File: config.mk
export PLATFORM = sky130hd
export DESIGN_NAME = sram_macro_ctrl
export DESIGN_NICKNAME = d
export VERILOG_FILES = /design/src/rtl/sram_ctrl_pkg.sv /design/src/rtl/sram_rsp_fifo.sv /design/src/rtl/sram_macro_ctrl.sv
export SDC_FILE = /design/constraint.sdc
export NUM_CORES = 1
export LEC_CHECK = 0
export ABC_AREA = 0
export BUFFER_PORTS_ARGS = -buffer_cell sky130_fd_sc_hd__buf_2
export CAP_MARGIN = 20
export CORE_MARGIN = 5
export CORE_UTILIZATION = 46
export DETAILED_ROUTE_END_ITERATION = 16
export GPL_TIMING_DRIVEN = 0
export PLACE_DENSITY = 0.71
export SYNTH_ARGS = -nofsm -noshare
export SYNTH_HDL_FRONTEND = slang
export SYNTH_SLANG_ARGS = --single-unit
File: constraint.sdc
create_clock -name CLK -period 3 [get_ports CLK]
set_input_delay 0.15 -clock CLK [delete_from_list [all_inputs] [get_ports CLK]]
set_output_delay 0.15 -clock CLK [all_outputs]
set_load 0.005 [all_outputs]
File: src/rtl/sram_ctrl_pkg.sv
// Shared types and pin constants for the SRAM macro controller.
// Latency: n/a (types and constants only).
// Backpressure: n/a.
package sram_ctrl_pkg;

    // Power sequencing states; the encoding is visible on the pwr_state port.
    typedef enum logic [1:0] {
        PWR_ACTIVE   = 2'd0,
        PWR_SLEEP    = 2'd1,
        PWR_SHUTDOWN = 2'd2,
        PWR_WAKE     = 2'd3
    } pwr_state_e;

    // Macro pin levels that leave the array untouched (all controls active-low).
    localparam logic CEB_OFF      = 1'b1;
    localparam logic WEB_OFF      = 1'b1;
    localparam logic BWEB_OFF_BIT = 1'b1;

endpackage

File: src/rtl/sram_rsp_fifo.sv
// Synchronous response FIFO with valid/ready drain side and occupancy count.
// Latency: a push at edge E is visible on pop_vld/pop_dat in the cycle after E.
// Backpressure: pop_rdy low holds the head; upstream must respect count (no full flag).
module sram_rsp_fifo #(
    parameter int DEPTH = 4,
    parameter int WIDTH = 32,
    parameter int CNT_W = $clog2(DEPTH + 1)
) (
    input  logic             clk,
    input  logic             rst_n,
    input  logic             push,
    input  logic [WIDTH-1:0] push_dat,
    output logic             pop_vld,
    input  logic             pop_rdy,
    output logic [WIDTH-1:0] pop_dat,
    output logic [CNT_W-1:0] count
);

    localparam int PTR_W = (DEPTH > 1) ? $clog2(DEPTH) : 1;

    logic [WIDTH-1:0] mem [DEPTH];
    logic [PTR_W-1:0] wr_ptr;
    logic [PTR_W-1:0] rd_ptr;
    logic             pop;
    logic             push_ok;

    assign pop_vld = (count != '0);
    assign pop_dat = mem[rd_ptr];
    assign pop     = pop_vld && pop_rdy;
    // A push into a full FIFO is only legal when the head leaves in the same cycle.
    assign push_ok = push && ((count != CNT_W'(DEPTH)) || pop);

    // Storage array; contents need no reset because count gates visibility.
    always_ff @(posedge clk) begin
        if (push_ok) begin
            mem[wr_ptr] <= push_dat;
        end
    end

    // Pointer and occupancy bookkeeping.
    always_ff @(posedge clk or negedge rst_n) begin
        if (!rst_n) begin
            wr_ptr <= '0;
            rd_ptr <= '0;
            count  <= '0;
        end else begin
            if (push_ok) begin
                wr_ptr <= (wr_ptr == PTR_W'(DEPTH - 1)) ? '0 : wr_ptr + 1'b1;
            end
            if (pop) begin
                rd_ptr <= (rd_ptr == PTR_W'(DEPTH - 1)) ? '0 : rd_ptr + 1'b1;
            end
            case ({push_ok, pop})
                2'b10:   count <= count + 1'b1;
                2'b01:   count <= count - 1'b1;
                default: count <= count;
            endcase
        end
    end

endmodule

File: src/rtl/sram_macro_ctrl.sv
// Request-side controller for a 256x32 single-port SRAM macro with SLP/SD sequencing.
// Latency: read accepted at edge T -> Q captured at T+1+RD_LAT -> rsp_valid after T+2 (RD_LAT=1).
// Backpressure: req_ready drops when reads in flight plus queued responses reach RSP_DEPTH.
module sram_macro_ctrl
    import sram_ctrl_pkg::*;
#(
    parameter int ADDR_W    = 8,
    parameter int DATA_W    = 32,
    parameter int RD_LAT    = 1,
    parameter int RSP_DEPTH = 4,
    parameter int IDLE_SLP  = 16,
    parameter int WAKE_CYC  = 2
) (
    input  logic              CLK,
    input  logic              RSTB,
    input  logic              req_valid,
    output logic              req_ready,
    input  logic              req_we,
    input  logic [ADDR_W-1:0] req_addr,
    input  logic [DATA_W-1:0] req_wdata,
    input  logic [DATA_W-1:0] req_bmask,
    output logic              rsp_valid,
    input  logic              rsp_ready,
    output logic [DATA_W-1:0] rsp_rdata,
    input  logic              sleep_en,
    input  logic              sd_req,
    output logic [1:0]        pwr_state,
    output logic              CEB,
    output logic              WEB,
    output logic              SLP,
    output logic              SD,
    output logic [ADDR_W-1:0] A,
    output logic [DATA_W-1:0] D,
    output logic [DATA_W-1:0] BWEB,
    output logic              BIST,
    output logic              AWT,
    input  logic [DATA_W-1:0] Q
);

    localparam int CNT_W  = $clog2(RSP_DEPTH + 1);
    localparam int CRED_W = $clog2(RSP_DEPTH + RD_LAT + 2);
    localparam int IDLE_W = $clog2(IDLE_SLP + 1);
    localparam int WAKE_W = $clog2(WAKE_CYC + 1);
    localparam logic [DATA_W-1:0] BWEB_OFF = {DATA_W{BWEB_OFF_BIT}};

    pwr_state_e        state_q;
    pwr_state_e        state_d;
    logic [IDLE_W-1:0] idle_cnt_q;
    logic [IDLE_W-1:0] idle_cnt_d;
    logic [WAKE_W-1:0] wake_cnt_q;
    logic [WAKE_W-1:0] wake_cnt_d;
    logic [RD_LAT:0]   rd_tag_q;
    logic [CRED_W-1:0] inflight;
    logic [CRED_W-1:0] credit_used;
    logic [CNT_W-1:0]  fifo_count;
    logic              accept;
    logic              accept_rd;
    logic              idle_cyc;
    logic              fifo_push;

    assign BIST      = 1'b0;
    assign AWT       = 1'b0;
    assign pwr_state = state_q;

    // Reads in flight: every tag still travelling toward the Q capture edge.
    always_comb begin
        inflight = '0;
        for (int i = 0; i <= RD_LAT; i++) begin
            inflight = inflight + CRED_W'(rd_tag_q[i]);
        end
    end

    assign credit_used = inflight + CRED_W'(fifo_count);
    assign req_ready   = (state_q == PWR_ACTIVE) && (credit_used < CRED_W'(RSP_DEPTH)) && !sd_req;
    assign accept      = req_valid && req_ready;
    assign accept_rd   = accept && !req_we;
    assign idle_cyc    = !accept && (inflight == '0) && sleep_en;
    // Tag in the last stage means Q holds that read's word at the coming edge.
    assign fifo_push   = rd_tag_q[RD_LAT];

    // Read-tag shift register: stage 0 is the pin-register edge, stage RD_LAT the capture edge.
    always_ff @(posedge CLK or negedge RSTB) begin
        if (!RSTB) begin
            rd_tag_q <= '0;
        end else begin
            rd_tag_q[0] <= accept_rd;
            for (int i = 1; i <= RD_LAT; i++) begin
                rd_tag_q[i] <= rd_tag_q[i-1];
            end
        end
    end

    // Power state, idle counter and wake counter registers.
    always_ff @(posedge CLK or negedge RSTB) begin
        if (!RSTB) begin
            state_q    <= PWR_ACTIVE;
            idle_cnt_q <= '0;
            wake_cnt_q <= '0;
        end else begin
            state_q    <= state_d;
            idle_cnt_q <= idle_cnt_d;
            wake_cnt_q <= wake_cnt_d;
        end
    end

    // Power sequencing: shutdown beats sleep; sleep is entered on the edge the counter hits its limit.
    always_comb begin
        state_d    = state_q;
        idle_cnt_d = '0;
        wake_cnt_d = '0;
        case (state_q)
            PWR_ACTIVE: begin
                idle_cnt_d = idle_cyc ? idle_cnt_q + 1'b1 : '0;
                if (sd_req && (inflight == '0)) begin
                    state_d = PWR_SHUTDOWN;
                end else if (idle_cyc && (idle_cnt_d == IDLE_W'(IDLE_SLP - 1))) begin
                    state_d = PWR_SLEEP;
                end
            end
            PWR_SLEEP: begin
                idle_cnt_d = idle_cnt_q;
                if (sd_req) begin
                    state_d = PWR_SHUTDOWN;
                end else if (req_valid || !sleep_en) begin
                    state_d = PWR_WAKE;
                end
            end
            PWR_SHUTDOWN: begin
                if (!sd_req) begin
                    state_d = PWR_WAKE;
                end
            end
            PWR_WAKE: begin
                if (wake_cnt_q == WAKE_W'(WAKE_CYC - 1)) begin
                    state_d = PWR_ACTIVE;
                end else begin
                    wake_cnt_d = wake_cnt_q + 1'b1;
                end
            end
            default: state_d = PWR_ACTIVE;
        endcase
    end

    // Registered macro pins; A and D keep their last values between accesses.
    always_ff @(posedge CLK or negedge RSTB) begin
        if (!RSTB) begin
            CEB  <= CEB_OFF;
            WEB  <= WEB_OFF;
            BWEB <= BWEB_OFF;
            A    <= '0;
            D    <= '0;
            SLP  <= 1'b0;
            SD   <= 1'b0;
        end else begin
            if (accept) begin
                CEB  <= 1'b0;
                WEB  <= ~req_we;
                A    <= req_addr;
                D    <= req_wdata;
                BWEB <= req_we ? ~req_bmask : BWEB_OFF;
            end else begin
                CEB  <= CEB_OFF;
                WEB  <= WEB_OFF;
                BWEB <= BWEB_OFF;
            end
            SLP <= (state_d == PWR_SLEEP);
            SD  <= (state_d == PWR_SHUTDOWN);
        end
    end

    sram_rsp_fifo #(
        .DEPTH (RSP_DEPTH),
        .WIDTH (DATA_W),
        .CNT_W (CNT_W)
    ) u_rsp_fifo (
        .clk      (CLK),
        .rst_n    (RSTB),
        .push     (fifo_push),
        .push_dat (Q),
        .pop_vld  (rsp_valid),
        .pop_rdy  (rsp_ready),
        .pop_dat  (rsp_rdata),
        .count    (fifo_count)
    );

endmodule

Word level (Yosys, flattened, before mapping)
Memories as Yosys holds them, arrays and structs flattened.
Index checks and enable logic that the tools add are counted.
{"block": "word_totals", "out_inout_bits": 114, "input_bits": 111, "mem_count": 1, "elab_cells": 78, "ff_bits": 94, "ram_bits": 128}
{"block": "op_classes", "reduce_logical": 20, "eq_ne": 12, "bitwise_logic": 2, "n_addsub": 8, "n_lt_le_gt_ge": 1, "muxes": 20}
{"memory": "u_rsp_fifo.mem", "words": 4, "width": 32, "rd": 1, "rd_ports_with_merged_regs": 0, "write_ports": 1, "line": "sram_rsp_fifo.sv:21", "text": "logic [WIDTH-1:0] mem [DEPTH];"}
{"cell": "$mux 32", "n": 2}
{"cell": "$not 32->32", "n": 1}
{"cell": "$mux 2", "n": 10}
{"cell": "$eq 2x2->1 const B", "n": 6}
{"cell": "$logic_and 1x1->1", "n": 10}
{"cell": "$pmux 5 s2", "n": 1}
{"cell": "$eq 2x1->1 const B", "n": 4}
{"cell": "$pmux 2 s4", "n": 1}
{"cell": "$add 2x1->2 const B", "n": 3}
{"cell": "$pmux 3 s2", "n": 1}
{"cell": "$add 5x1->5 const B", "n": 1}
{"cell": "$eq 5x4->1 const B", "n": 1}
{"cell": "$mux 5", "n": 1}
{"cell": "$logic_not 1->1", "n": 4}
{"cell": "$mux 1", "n": 4}
{"cell": "$add 2x3->3", "n": 1}
{"cell": "$add 3x1->3 const B", "n": 1}
{"cell": "$logic_not 3->1", "n": 1}
{"cell": "$lt 3x3->1 const B", "n": 1}
{"cell": "$ne 3x3->1 const B", "n": 1}
{"cell": "$reduce_bool 3->1", "n": 1}
{"cell": "$sub 3x1->3 const B", "n": 1}
{"cell": "$add 1x1->2", "n": 1}
{"cell": "$logic_not 2->1", "n": 1}
{"cell": "3 further kinds", "n": 4}

Longest topological paths before layout
Gate-level depths: netlist (run 1).
{"block": "depth", "word_depth": 16, "ltp_mapped": 9, "mapped_depth_nobuf": 9}

By module
A second synthesis (run 1) with hierarchy kept.
{"block": "hier_totals", "hier_cells": 443, "area_unflattened_um2": 8485.6}
{"mod": "sram_rsp_fifo", "cells_each": 216, "n_inst": 1, "area_per_inst_um2": 5119.9}
{"mod": "sram_macro_ctrl", "cells_each": 227, "n_inst": 1, "area_per_inst_um2": 3365.7}

Least setup slack after synthesis (run 1)
No wires, ideal clock.
{"block": "synth_path", "kind": "register -> register", "from": "reg rd_tag_q[0]", "to": "reg A[5]", "required_ns": 2.875, "path_slack_ns": 0.905, "path_stages_with_launch": 9, "period_less_slack_ns": 2.095, "n_path_buf": 2, "t_arrival_ns": 1.970, "setup_ns": 0.125, "path_cell_list": "dfrtp_1 -> ha_1 -> ha_1 -> a31oi_2 -> xnor2_2 -> or2_1 -> buf_6 -> buf_6 -> mux2_4"}
{"block": "synth_between", "elab_chain_cells": 6}
{"element": "start, declared", "line": "sram_macro_ctrl.sv:52", "text": "logic [RD_LAT:0] rd_tag_q;"}
{"element": "start signal, assigned", "line": "sram_macro_ctrl.sv:86", "text": "rd_tag_q[0] <= accept_rd;"}
{"element": "start signal, assigned by index", "line": "sram_macro_ctrl.sv:88", "text": "rd_tag_q[i] <= rd_tag_q[i-1];"}
{"element": "$add 1x1->2", "line": "sram_macro_ctrl.sv:69", "text": "inflight = inflight + CRED_W'(rd_tag_q[i]);"}
{"element": "$add 2x3->3", "line": "sram_macro_ctrl.sv:73", "text": "assign credit_used = inflight + CRED_W'(fifo_count);"}
{"element": "$lt 3x3->1", "line": "sram_macro_ctrl.sv:74", "text": "assign req_ready = (state_q == PWR_ACTIVE) && (credit_used < CRED_W'(RSP_DEPTH)) && !sd_req;"}
{"element": "$logic_and 1x1->1 (2 in a row)", "line": "sram_macro_ctrl.sv:74"}
{"element": "$logic_and 1x1->1", "line": "sram_macro_ctrl.sv:75", "text": "assign accept = req_valid && req_ready;"}
{"element": "end signal, assigned", "line": "sram_macro_ctrl.sv:158", "text": "A <= req_addr;"}
{"element": "end, declared", "line": "sram_macro_ctrl.sv:32", "text": "output logic [ADDR_W-1:0] A,"}
Every way passes these cells.
A chain may end at the register's enable or synchronous reset.

Worst setup path after layout (run 1)
{"block": "layout_path", "from": "reg rd_tag_q[0]", "to": "reg BWEB[4]"}
{"block": "layout_between", "elab_chain_cells": 7}
{"element": "$add 1x1->2", "line": "sram_macro_ctrl.sv:69"}
{"element": "$add 2x3->3", "line": "sram_macro_ctrl.sv:73"}
{"element": "$lt 3x3->1", "line": "sram_macro_ctrl.sv:74"}
{"element": "$logic_and 1x1->1 (2 in a row)", "line": "sram_macro_ctrl.sv:74"}
{"element": "$logic_and 1x1->1", "line": "sram_macro_ctrl.sv:75"}
{"element": "$mux 32", "line": "sram_macro_ctrl.sv:155", "text": "if (accept) begin"}
{"element": "end signal, assigned", "line": "sram_macro_ctrl.sv:160", "text": "BWEB <= req_we ? ~req_bmask : BWEB_OFF;"}
{"element": "end, declared", "line": "sram_macro_ctrl.sv:34", "text": "output logic [DATA_W-1:0] BWEB,"}
Every way passes these cells.

==> impl_metrics.env, run 1 <==
export IMPL_vias=5197
export IMPL_routedWlPerCell_um=19.2
export IMPL_cts_tree="yes"
export IMPL_ys_warn_count=0
export IMPL_core_um2=18000
export IMPL_yosysTopAreaCellShare=0.458
export IMPL_fin_nets=913
export IMPL_clk_pin_slew_ns=0.07
export IMPL_irDropWorstVdd_uv=547
export IMPL_dr_first_iter_drc_count=141
export IMPL_n_antenna_cell=0
export IMPL_critPathKind="reg -> reg"
export IMPL_switching_share=0.259
export IMPL_die_area_um2=21100
export IMPL_drv_cap=0
export IMPL_die_h_um=145
export IMPL_drive_gt1_frac=0.473
export IMPL_design_area_um2=11700
export IMPL_max_slew_worst_pin_slew_ns=0.901
export IMPL_postCtsSetupBuffers=0
export IMPL_grt_max_degree=65
export IMPL_drt_total_wl_mm=19.9
export IMPL_cts_root_buf="clkbuf_16"
export IMPL_setup_viol_count_final=0
export IMPL_fin_skew_ns=0.00899
export IMPL_via_per_inst=5.02
export IMPL_ys_ff_latch=222
export IMPL_std_cell_rows=49
export IMPL_hold_path_class="in -> reg"
export IMPL_grt_pass1_vias=5866
export IMPL_crit_fanout=10
export IMPL_yosysMostFrequentCell="edfxtp_1"
export IMPL_synth_avg_cell_area_um2=19.3
export IMPL_clock_sinks=222
export IMPL_fin_crit_sh=0.835
export IMPL_critPathLaunchType="flop"
export IMPL_worstPathRequired_ns=3.39
export IMPL_synth_main_ff_cell="edfxtp_1"
export IMPL_portBuffers=222
export IMPL_cell_internal_pwr_mw=6.54
export IMPL_fmax_mhz=399
export IMPL_slew_headroom=0.399
export IMPL_switchingPower_mw=2.29
export IMPL_grt_pass1_wl_mm=31.8
export IMPL_slew_violations=0
export IMPL_synth_edf_count=128
export IMPL_period_needed_ns=2.51
export IMPL_n_fill_cell=1192
export IMPL_area_growth_pct=39.2
export IMPL_cts_resized=0
export IMPL_die_w_um=145
export IMPL_ctsHtreeMaxLevel=1
export IMPL_gp_congestion=0.877
export IMPL_synth_area_um2=8400
export IMPL_p_leak_nw=4.91
export IMPL_p_seq_frac=0.428
export IMPL_p_per_area_nw_per_um2=756
export IMPL_numCtsBuffers=23
export IMPL_clkLatencyLatePin_ns=0.50
export IMPL_rsz0062_at_grt="no"
export IMPL_synth_cell_type_count=42
export IMPL_status="finished, final reports clean"
export IMPL_hold_viol_final=0
export IMPL_drc=0
export IMPL_ios=225
export IMPL_pwr_share_comb=0.246
export IMPL_worstPathArrival_ns=2.90
export IMPL_yosysTopAreaCell="edfxtp_1"
export IMPL_dr_pass1_iters=4
export IMPL_antenna_found_initial=0
export IMPL_initial_core_util=0.467
export IMPL_synth_area_leaders="edfxtp_1, dfrtp_1, dfstp_2, mux4_2, mux2_4"
export IMPL_place_area_um2=9830
export IMPL_setup_tns_final_ns=0
export IMPL_cts_buffer_depth=3
export IMPL_detail_route_antenna_nets=0
export IMPL_syn_inst=434
export IMPL_netlist_top_cells_count="edfxtp_1, dfrtp_1, nand2_1, mux2_4, dfstp_2"
export IMPL_synthArstFlopShare=0.423
export IMPL_dp_hpwl_mm=12.3
export IMPL_seq_area_frac_synth=0.743
export IMPL_grt_use_total=0.185
export IMPL_end_kind="flop"
export IMPL_clkPwrFrac=0.326
export IMPL_grt_overflow=0
-- cell type report --
| class | instances | area, um^2 | area share |
|---|---|---|---|
| buffer | 18 | 116 | 0.00996 |
| clock buffer | 30 | 626 | 0.0536 |
| inverter | 14 | 52.6 | 0.00450 |
| timing repair buffer | 331 | 2220 | 0.190 |
| tap | 229 | 287 | 0.0245 |
| clock inverter | 11 | 144 | 0.0123 |
| multi-input combinational | 181 | 2000 | 0.171 |
| sequential | 222 | 6240 | 0.534 |
-- through the flow --
step / cells / power (mW) / hold slack [ns] / utilization / worst slack (ns)
after floorplan: 435 / 5.02 / -0.146 / - / 0.905
after global placement: 886 / 5.85 / 0.273 / 0.545 / 0.430
after detailed placement: 887 / 5.90 / 0.118 / 0.547 / 0.535
after CTS: 1036 / 8.92 / 0.0197 / 0.650 / 0.371
after global routing: 1036 / 9.29 / 0.0513 / 0.650 / 0.271
final: 1036 / 8.83 / 0.0517 / 0.650 / 0.495
-- kinds of logic after synthesis --
group / after synthesis / synth area share
simple gates: 71 / 0.0396
buf+inv: 32 / 0.0201
flops: 222 / 0.743
other cells: 1 / 0.000447
compound gates: 18 / 0.0145
fa+ha+maj: 11 / 0.0173
mux: 73 / 0.158
xor+xnor: 6 / 0.00715
-- critical path, stage by stage, from the launching register on --
cell and delay, ns:
dfrtp_1 0.40, ha_1 0.21, ha_1 0.28, a31oi_2 0.22, xnor2_2 0.14, nor3_2 0.42, clkbuf_1 0.54, nand2_1 0.20
-- state kept, by name, indices dropped and copies added (netlist names) --
name	count
CEB	1
D	32
rd_tag_q	2
SLP	1
u_rsp_fifo.mem	128
u_rsp_fifo.rd_ptr	2
wake_cnt_q	2
idle_cnt_q	5
SD	1
pwr_state	2
WEB	1
u_rsp_fifo.wr_ptr	2
BWEB	32
u_rsp_fifo.count	3
A	8
-- per-layer routing --
layer	wire length (um)	global-route usage
met1	7580	0.223
met5	0	0
met2	10100	0.327
met3	1680	0.0533
met4	492	0.0541
-- power groups by stage --
stage | combinational (mW) | clock [mW] | sequential, mW
2_1_floorplan | 1.20 | 0 | 3.81
5_1_grt | 2.39 | 3.08 | 3.82
4_1_cts | 2.21 | 2.94 | 3.77
3_5_place_dp | 2.09 | 0 | 3.81
6_report | 2.17 | 2.88 | 3.78
3_3_place_gp | 2.04 | 0 | 3.81
-- final timing paths --
path | start | to | slack (ns) | cells past startpoint
worst max-delay path | rd_tag_q[0] | BWEB[4] | 0.49 | 7
worst min-delay path | sd_req | pwr_state[1] | 0.05 | 3
worst max register to register | rd_tag_q[0] | BWEB[4] | 0.49 | 7
worst min register to register | rd_tag_q[0] | rd_tag_q[1] | 0.41 | 0
max in group asynchronous | RSTB | BWEB[26] | 2.16 | 3
min in group asynchronous | RSTB | A[0] | 0.13 | 2
-- cells in the final DEF, fill, tap and decap left out, types with 3 or more instances in the layout --
master         instances
and2_2                 4
buf_2                224
buf_4                  3
buf_6                  5
bufinv_16              3
clkbuf_1              12
clkbuf_16             23
dfrtp_1               60
dfstp_2               34
dlygate4sd3_1        108
edfxtp_1             128
ha_1                  10
inv_1                 14
mux2_2                 3
mux2_4                38
mux4_2                32
nand2_1               43
nand2b_1               3
nor2_1                 4
nor2b_1                3
o21ai_0                9
xor2_1                 3
-- what timing repair did --
action	in CTS	in global routing
endpoints found under the hold margin	235	0
hold buffers	108	0
setup endpoints to repair	0	0
(Power assumes the default switching activity.)
==> run 2: changes to the inputs <==
Settings changed: PLACE_DENSITY 0.71 to 0.74.
Clock period 3 ns to 2.15 ns, I/O delays scaled along.
==> impl_metrics.env, run 2 (same netlist as run 1, synthesis figures left out) <==
export IMPL_rsz0062_at_grt="yes"
export IMPL_p_per_area_nw_per_um2=1040
export IMPL_irDropWorstVdd_uv=766
export IMPL_numCtsBuffers=23
export IMPL_max_stage_delay_ns=0.40
export IMPL_fmax_mhz=448
export IMPL_grt_max_degree=63
export IMPL_detail_route_antenna_nets=0
export IMPL_cts_buffer_depth=3
export IMPL_status="finished with violations"
export IMPL_crit_end="D[29]"
export IMPL_gp_congestion=0.852
export IMPL_dr_pass1_iters=4
export IMPL_place_ws_ns=-0.312
export IMPL_regMostFlops="u_rsp_fifo.mem"
export IMPL_hold_viol_final=0
export IMPL_drive_gt1_frac=0.505
export IMPL_wl_met2_mm=10.9
export IMPL_worst_setup_path_startpoint="rd_tag_q[1]"
export IMPL_hold_start="rsp_ready"
export IMPL_die_area_um2=21100
export IMPL_area_growth_pct=42.3
export IMPL_worstPathRequired_ns=2.52
export IMPL_slowest_stage="dfrtp_1"
export IMPL_fin_skew_ns=0.0112
export IMPL_reg_top3="u_rsp_fifo.mem (128), BWEB (32), D (32)"
export IMPL_violations="setup timing"
export IMPL_max_slew_worst_pin_slew_ns=0.873
export IMPL_period_needed_ns=2.23
export IMPL_path_buf_inv=2
export IMPL_initial_core_util=0.467
export IMPL_clkLatencyLatePin_ns=0.49
export IMPL_critPathKind="reg -> reg"
export IMPL_critPathLaunchType="flop"
export IMPL_reg2reg_setup_slack_ns=-0.08
export IMPL_drv_cap=0
export IMPL_top_layer="met4"
export IMPL_met3_length_mm=1.81
export IMPL_hold_depth=4
export IMPL_slew_violations=0
export IMPL_fin_nets=927
export IMPL_end_kind="flop"
export IMPL_antenna_found_initial=0
export IMPL_slew_headroom=0.418
export IMPL_cts_tree="yes"
export IMPL_rr_startpoint="rd_tag_q[1]"
export IMPL_via_per_inst=5.09
export IMPL_grt_use_total=0.199
export IMPL_final_cell_mix="buf_2, edfxtp_1, dlygate4sd3_1"
export IMPL_final_common_cell="buf_2"
export IMPL_cts_root_buf="clkbuf_16"
export IMPL_setup_viol_count_final=28
export IMPL_fin_crit_sh=1.04
export IMPL_ios=225
export IMPL_drt_total_wl_mm=21.5
export IMPL_routedWlPerCell_um=20.4
export IMPL_critical_path_top_delay_family="adder cells"
export IMPL_crit_fanout=8
export IMPL_grt_overflow=0
export IMPL_hold_path_class="in -> reg"
export IMPL_dr_first_iter_drc_count=190
export IMPL_total_power_mw=12.4
export IMPL_clk_pin_slew_ns=0.06
export IMPL_drt_met1_wl_mm=8.28
export IMPL_worstPathArrival_ns=2.60
export IMPL_n_antenna_cell=0
export IMPL_ctsHtreeMaxLevel=1
export IMPL_n_fill_cell=1180
export IMPL_clock_sinks=222
export IMPL_core_um2=18000
export IMPL_largest_reg_flops=128
export IMPL_die_w_um=145
export IMPL_final_util=0.665
export IMPL_portBuffers=222
export IMPL_fin_ws_ns=-0.0839
export IMPL_drc=0
export IMPL_r2r_end="D[29]"
export IMPL_p_leak_nw=5.04
export IMPL_path_cells="ha_2 > ha_4 > a31oi_4 > xnor2_4 > or2_4 > buf_4 > buf_16 > mux2_4"
export IMPL_grt_pass1_vias=6130
export IMPL_dp_hpwl_mm=12.9
export IMPL_die_h_um=145
export IMPL_cp_depth=8
export IMPL_grt_pass1_wl_mm=34.0
export IMPL_std_cell_rows=49
export IMPL_vias=5344
export IMPL_worstRegToRegCells=8
## run 2: how the worst min path moves through the flow
stage / end / slack, ns
global route: u_rsp_fifo.rd_ptr[0] / 0.07
floorplan: A[0] / -0.19
CTS: idle_cnt_q[2] / 0.04
finish: u_rsp_fifo.rd_ptr[0] / 0.06
detailed placement: D[26] / 0.09
global placement: BWEB[17] / 0.23
## run 2: timing repair
action                     in CTS  in global routing
hold buffers                  107                  0
hold endpoints to repair      268                  0
buffers inserted                5                 12
gates cloned                    2                  1
pin swaps                       6                 11
resized for setup              32                 19
setup endpoints to repair     101                 85
## run 2: through the flow
| stage | setup TNS (ns) | hold slack [ns] | cells | instance area (um^2) |
|---|---|---|---|---|
| 4_1_cts | -2.07 | 0.0358 | 1041 | 11800 |
| 2_1_floorplan | 0 | -0.188 | 435 | 8400 |
| 6_report | -1.85 | 0.0632 | 1050 | 11900 |
| 3_5_place_dp | -10.37 | 0.0876 | 887 | 9830 |
| 5_1_grt | -3.61 | 0.0675 | 1050 | 11900 |
| 3_3_place_gp | -54.07 | 0.228 | 886 | 9800 |
## run 2: where the power goes
group / switching, mW / total, mW / internal (mW) / leakage [nW]
Sequential: 0.400 / 5.37 / 4.97 / 2.28
Combinational: 1.33 / 3.22 / 1.89 / 2.40
Clock: 1.55 / 3.83 / 2.28 / 0.357
## run 2: area by class of cell
type | count | area, um^2 | share of cell area
flip-flops and latches | 222 | 6240 | 0.523
clock inverters | 10 | 96.3 | 0.00807
clock buffers | 31 | 629 | 0.0527
inverters | 14 | 52.6 | 0.00440
well taps | 229 | 287 | 0.0240
multi-input cells | 181 | 2070 | 0.173
plain buffers | 13 | 126 | 0.0106
repair buffers | 350 | 2440 | 0.205
## run 2: worst reg2reg max path: stages, from the launching register on
cell     delay [ns]
dfrtp_1        0.40
ha_2           0.21
ha_4           0.22
a31oi_4        0.23
xnor2_4        0.13
or2_4          0.34
buf_4          0.17
buf_16         0.13
mux2_4         0.29
## run 2: routing by layer
layer	vias up	track usage
li1	2362	-
met1	2696	0.247
met2	245	0.342
met3	41	0.0561
met4	0	0.0569
met5	-	0
==> run 3: changes to the inputs <==
Settings changed: CTS_BUF_LIST set to sky130_fd_sc_hd__clkbuf_16, PLACE_DENSITY 0.74 to unset, PLACE_DENSITY_LB_ADDON set to 0.15.
==> impl_metrics.env, run 3 (same netlist as run 1, synthesis figures left out) <==
export IMPL_met3_usage=0.0486
export IMPL_routedWlPerCell_um=19.2
export IMPL_core_um2=18000
export IMPL_ctsHtreeMaxLevel=1
export IMPL_grt_max_degree=76
export IMPL_switching_share=0.256
export IMPL_slew_violations=0
export IMPL_place_ws_ns=-0.369
export IMPL_gp_congestion=0.810
export IMPL_drive_gt1_frac=0.505
export IMPL_irDropWorstVdd_uv=592
export IMPL_grt_pass1_wl_mm=31.7
export IMPL_max_slew_worst_pin_slew_ns=0.882
export IMPL_reg_top3="u_rsp_fifo.mem (128), BWEB (32), D (32)"
export IMPL_setup_viol_count_final=0
export IMPL_drc=0
export IMPL_detail_route_antenna_nets=0
export IMPL_die_h_um=145
export IMPL_fin_nets=924
export IMPL_clkPwrFrac=0.328
export IMPL_critical_path_top_delay_family="adder cells"
export IMPL_via_per_inst=4.93
export IMPL_largest_reg_flops=128
export IMPL_final_util=0.670
export IMPL_fin_ws_ns=0.00844
export IMPL_portBuffers=222
export IMPL_hold_viol_final=0
export IMPL_grt_use_total=0.187
export IMPL_path_buf_inv=2
export IMPL_numCtsBuffers=23
export IMPL_grt_use_met1=0.221
export IMPL_grt_overflow=0
export IMPL_p_per_area_nw_per_um2=1050
export IMPL_die_area_um2=21100
export IMPL_dp_hpwl_mm=12.6
export IMPL_final_common_cell="buf_2"
export IMPL_fin_crit_sh=0.996
export IMPL_initial_core_util=0.467
export IMPL_crit_fanout=9
export IMPL_n_antenna_cell=0
export IMPL_grt_pass1_vias=5811
export IMPL_worstPathRequired_ns=2.52
export IMPL_n_fill_cell=1208
export IMPL_rsz0062_at_grt="yes"
export IMPL_multi_input_area_um2=2060
export IMPL_hold_path_class="in -> reg"
export IMPL_die_w_um=145
export IMPL_antenna_found_initial=0
export IMPL_slowest_stage="dfrtp_1"
export IMPL_switchingPower_mw=3.23
export IMPL_path_cells="ha_2 > ha_4 > a31oi_4 > xnor2_4 > or2_4 > buf_12 > clkbuf_16 > mux2_4"
export IMPL_cell_internal_pwr_mw=9.41
export IMPL_clock_sinks=222
export IMPL_grt_busiest_layer="met2"
export IMPL_max_stage_delay_ns=0.38
export IMPL_slew_headroom=0.412
export IMPL_cts_buffer_depth=3
export IMPL_area_growth_pct=43.3
export IMPL_dr_first_iter_drc_count=154
export IMPL_met2_usage=0.334
export IMPL_p_seq_frac=0.422
export IMPL_cts_root_buf="clkbuf_16"
export IMPL_ios=225
export IMPL_vias=5159
export IMPL_end_kind="flop"
export IMPL_std_cell_rows=49
export IMPL_period_needed_ns=2.14
export IMPL_pwr_share_comb=0.251
export IMPL_drt_total_wl_mm=20.1
export IMPL_critPathLaunchType="flop"
export IMPL_clkLatencyLatePin_ns=0.49
export IMPL_total_power_mw=12.6
export IMPL_cts_tree="yes"
export IMPL_fmax_mhz=467
export IMPL_fin_skew_ns=0.0107
export IMPL_final_cell_mix="buf_2, edfxtp_1, dlygate4sd3_1"
export IMPL_dr_pass1_iters=4
export IMPL_status="finished, final reports clean"
export IMPL_critPathKind="reg -> reg"
export IMPL_p_leak_nw=5.10
export IMPL_seq_area_um2=6240
export IMPL_regMostFlops="u_rsp_fifo.mem"
export IMPL_clk_pin_slew_ns=0.06
export IMPL_worstPathArrival_ns=2.51
export IMPL_drv_cap=0
-- run 3: cell types whose count changed in the layout (fill, tap and decap cells not counted), sizes merged --
cell / delta
buf: -5
bufinv: +3
clkbuf: -6
clkinv: +1
clkinvlp: -1
inv: +5
-- run 3: layer usage --
metal / wire, um / part of all wire
met5: 0 / 0
met4: 614 / 0.030
met3: 1410 / 0.070
met2: 10500 / 0.52
met1: 7610 / 0.38
-- run 3: worst register-to-register path, stage by stage, from the launching register on --
cell and delay [ns]:
dfrtp_1 0.38, ha_2 0.20, ha_4 0.22, a31oi_4 0.23, xnor2_4 0.12, or2_4 0.25, buf_12 0.16, clkbuf_16 0.17
mux2_4 0.29
-- run 3: what timing repair did --
item	in CTS	in global routing
endpoints found under the hold margin	264	0
cloned	0	3
pin swaps	6	8
buffers inserted	5	4
hold buffers	107	0
gates resized for setup	19	21
endpoints found under the setup margin	99	82
-- run 3: path summary, 6_finish.rpt --
kind,cells past startpoint,to,slack (ns),start
max,8,D[11],0.008,rd_tag_q[1]
min in group asynchronous,2,A[0],0.07,RSTB
min,3,u_rsp_fifo.rd_ptr[0],0.005,rsp_ready
min reg2reg,1,wake_cnt_q[0],0.44,wake_cnt_q[0]
max reg2reg,8,D[11],0.008,rd_tag_q[1]
max in group asynchronous,3,BWEB[19],1.37,RSTB
-- run 3: power groups by stage --
| stage | clock network, mW | registers (mW) | logic, mW |
|---|---|---|---|
| finish | 4.14 | 5.33 | 3.17 |
| global route | 4.43 | 5.39 | 3.47 |
| CTS | 4.25 | 5.33 | 3.09 |
| detailed placement | 0 | 5.32 | 2.92 |
| global placement | 0 | 5.32 | 2.86 |
| floorplan | 0 | 5.32 | 1.68 |
-- run 3: final cells by class --
| class | instances | area share |
|---|---|---|
| Multi-Input combinational cell | 181 | 0.172 |
| Inverter | 14 | 0.00437 |
| Buffer | 16 | 0.0155 |
| Tap cell | 229 | 0.0238 |
| Timing Repair Buffer | 344 | 0.200 |
| Sequential cell | 222 | 0.519 |
| Clock buffer | 23 | 0.0478 |
| Clock inverter | 18 | 0.0179 |
-- run 3: stage by stage --
step / hold slack [ns] / cells / TNS (ns) / instance area (um^2)
floorplan: -0.188 / 435 / 0 / 8400
global placement: 0.230 / 886 / -67.68 / 9800
detailed placement: 0.0167 / 889 / -11.67 / 9870
CTS: 0.0176 / 1040 / -2.70 / 11800
global route: 0.0118 / 1047 / -2.06 / 12000
finish: 0.00455 / 1047 / 0 / 12000
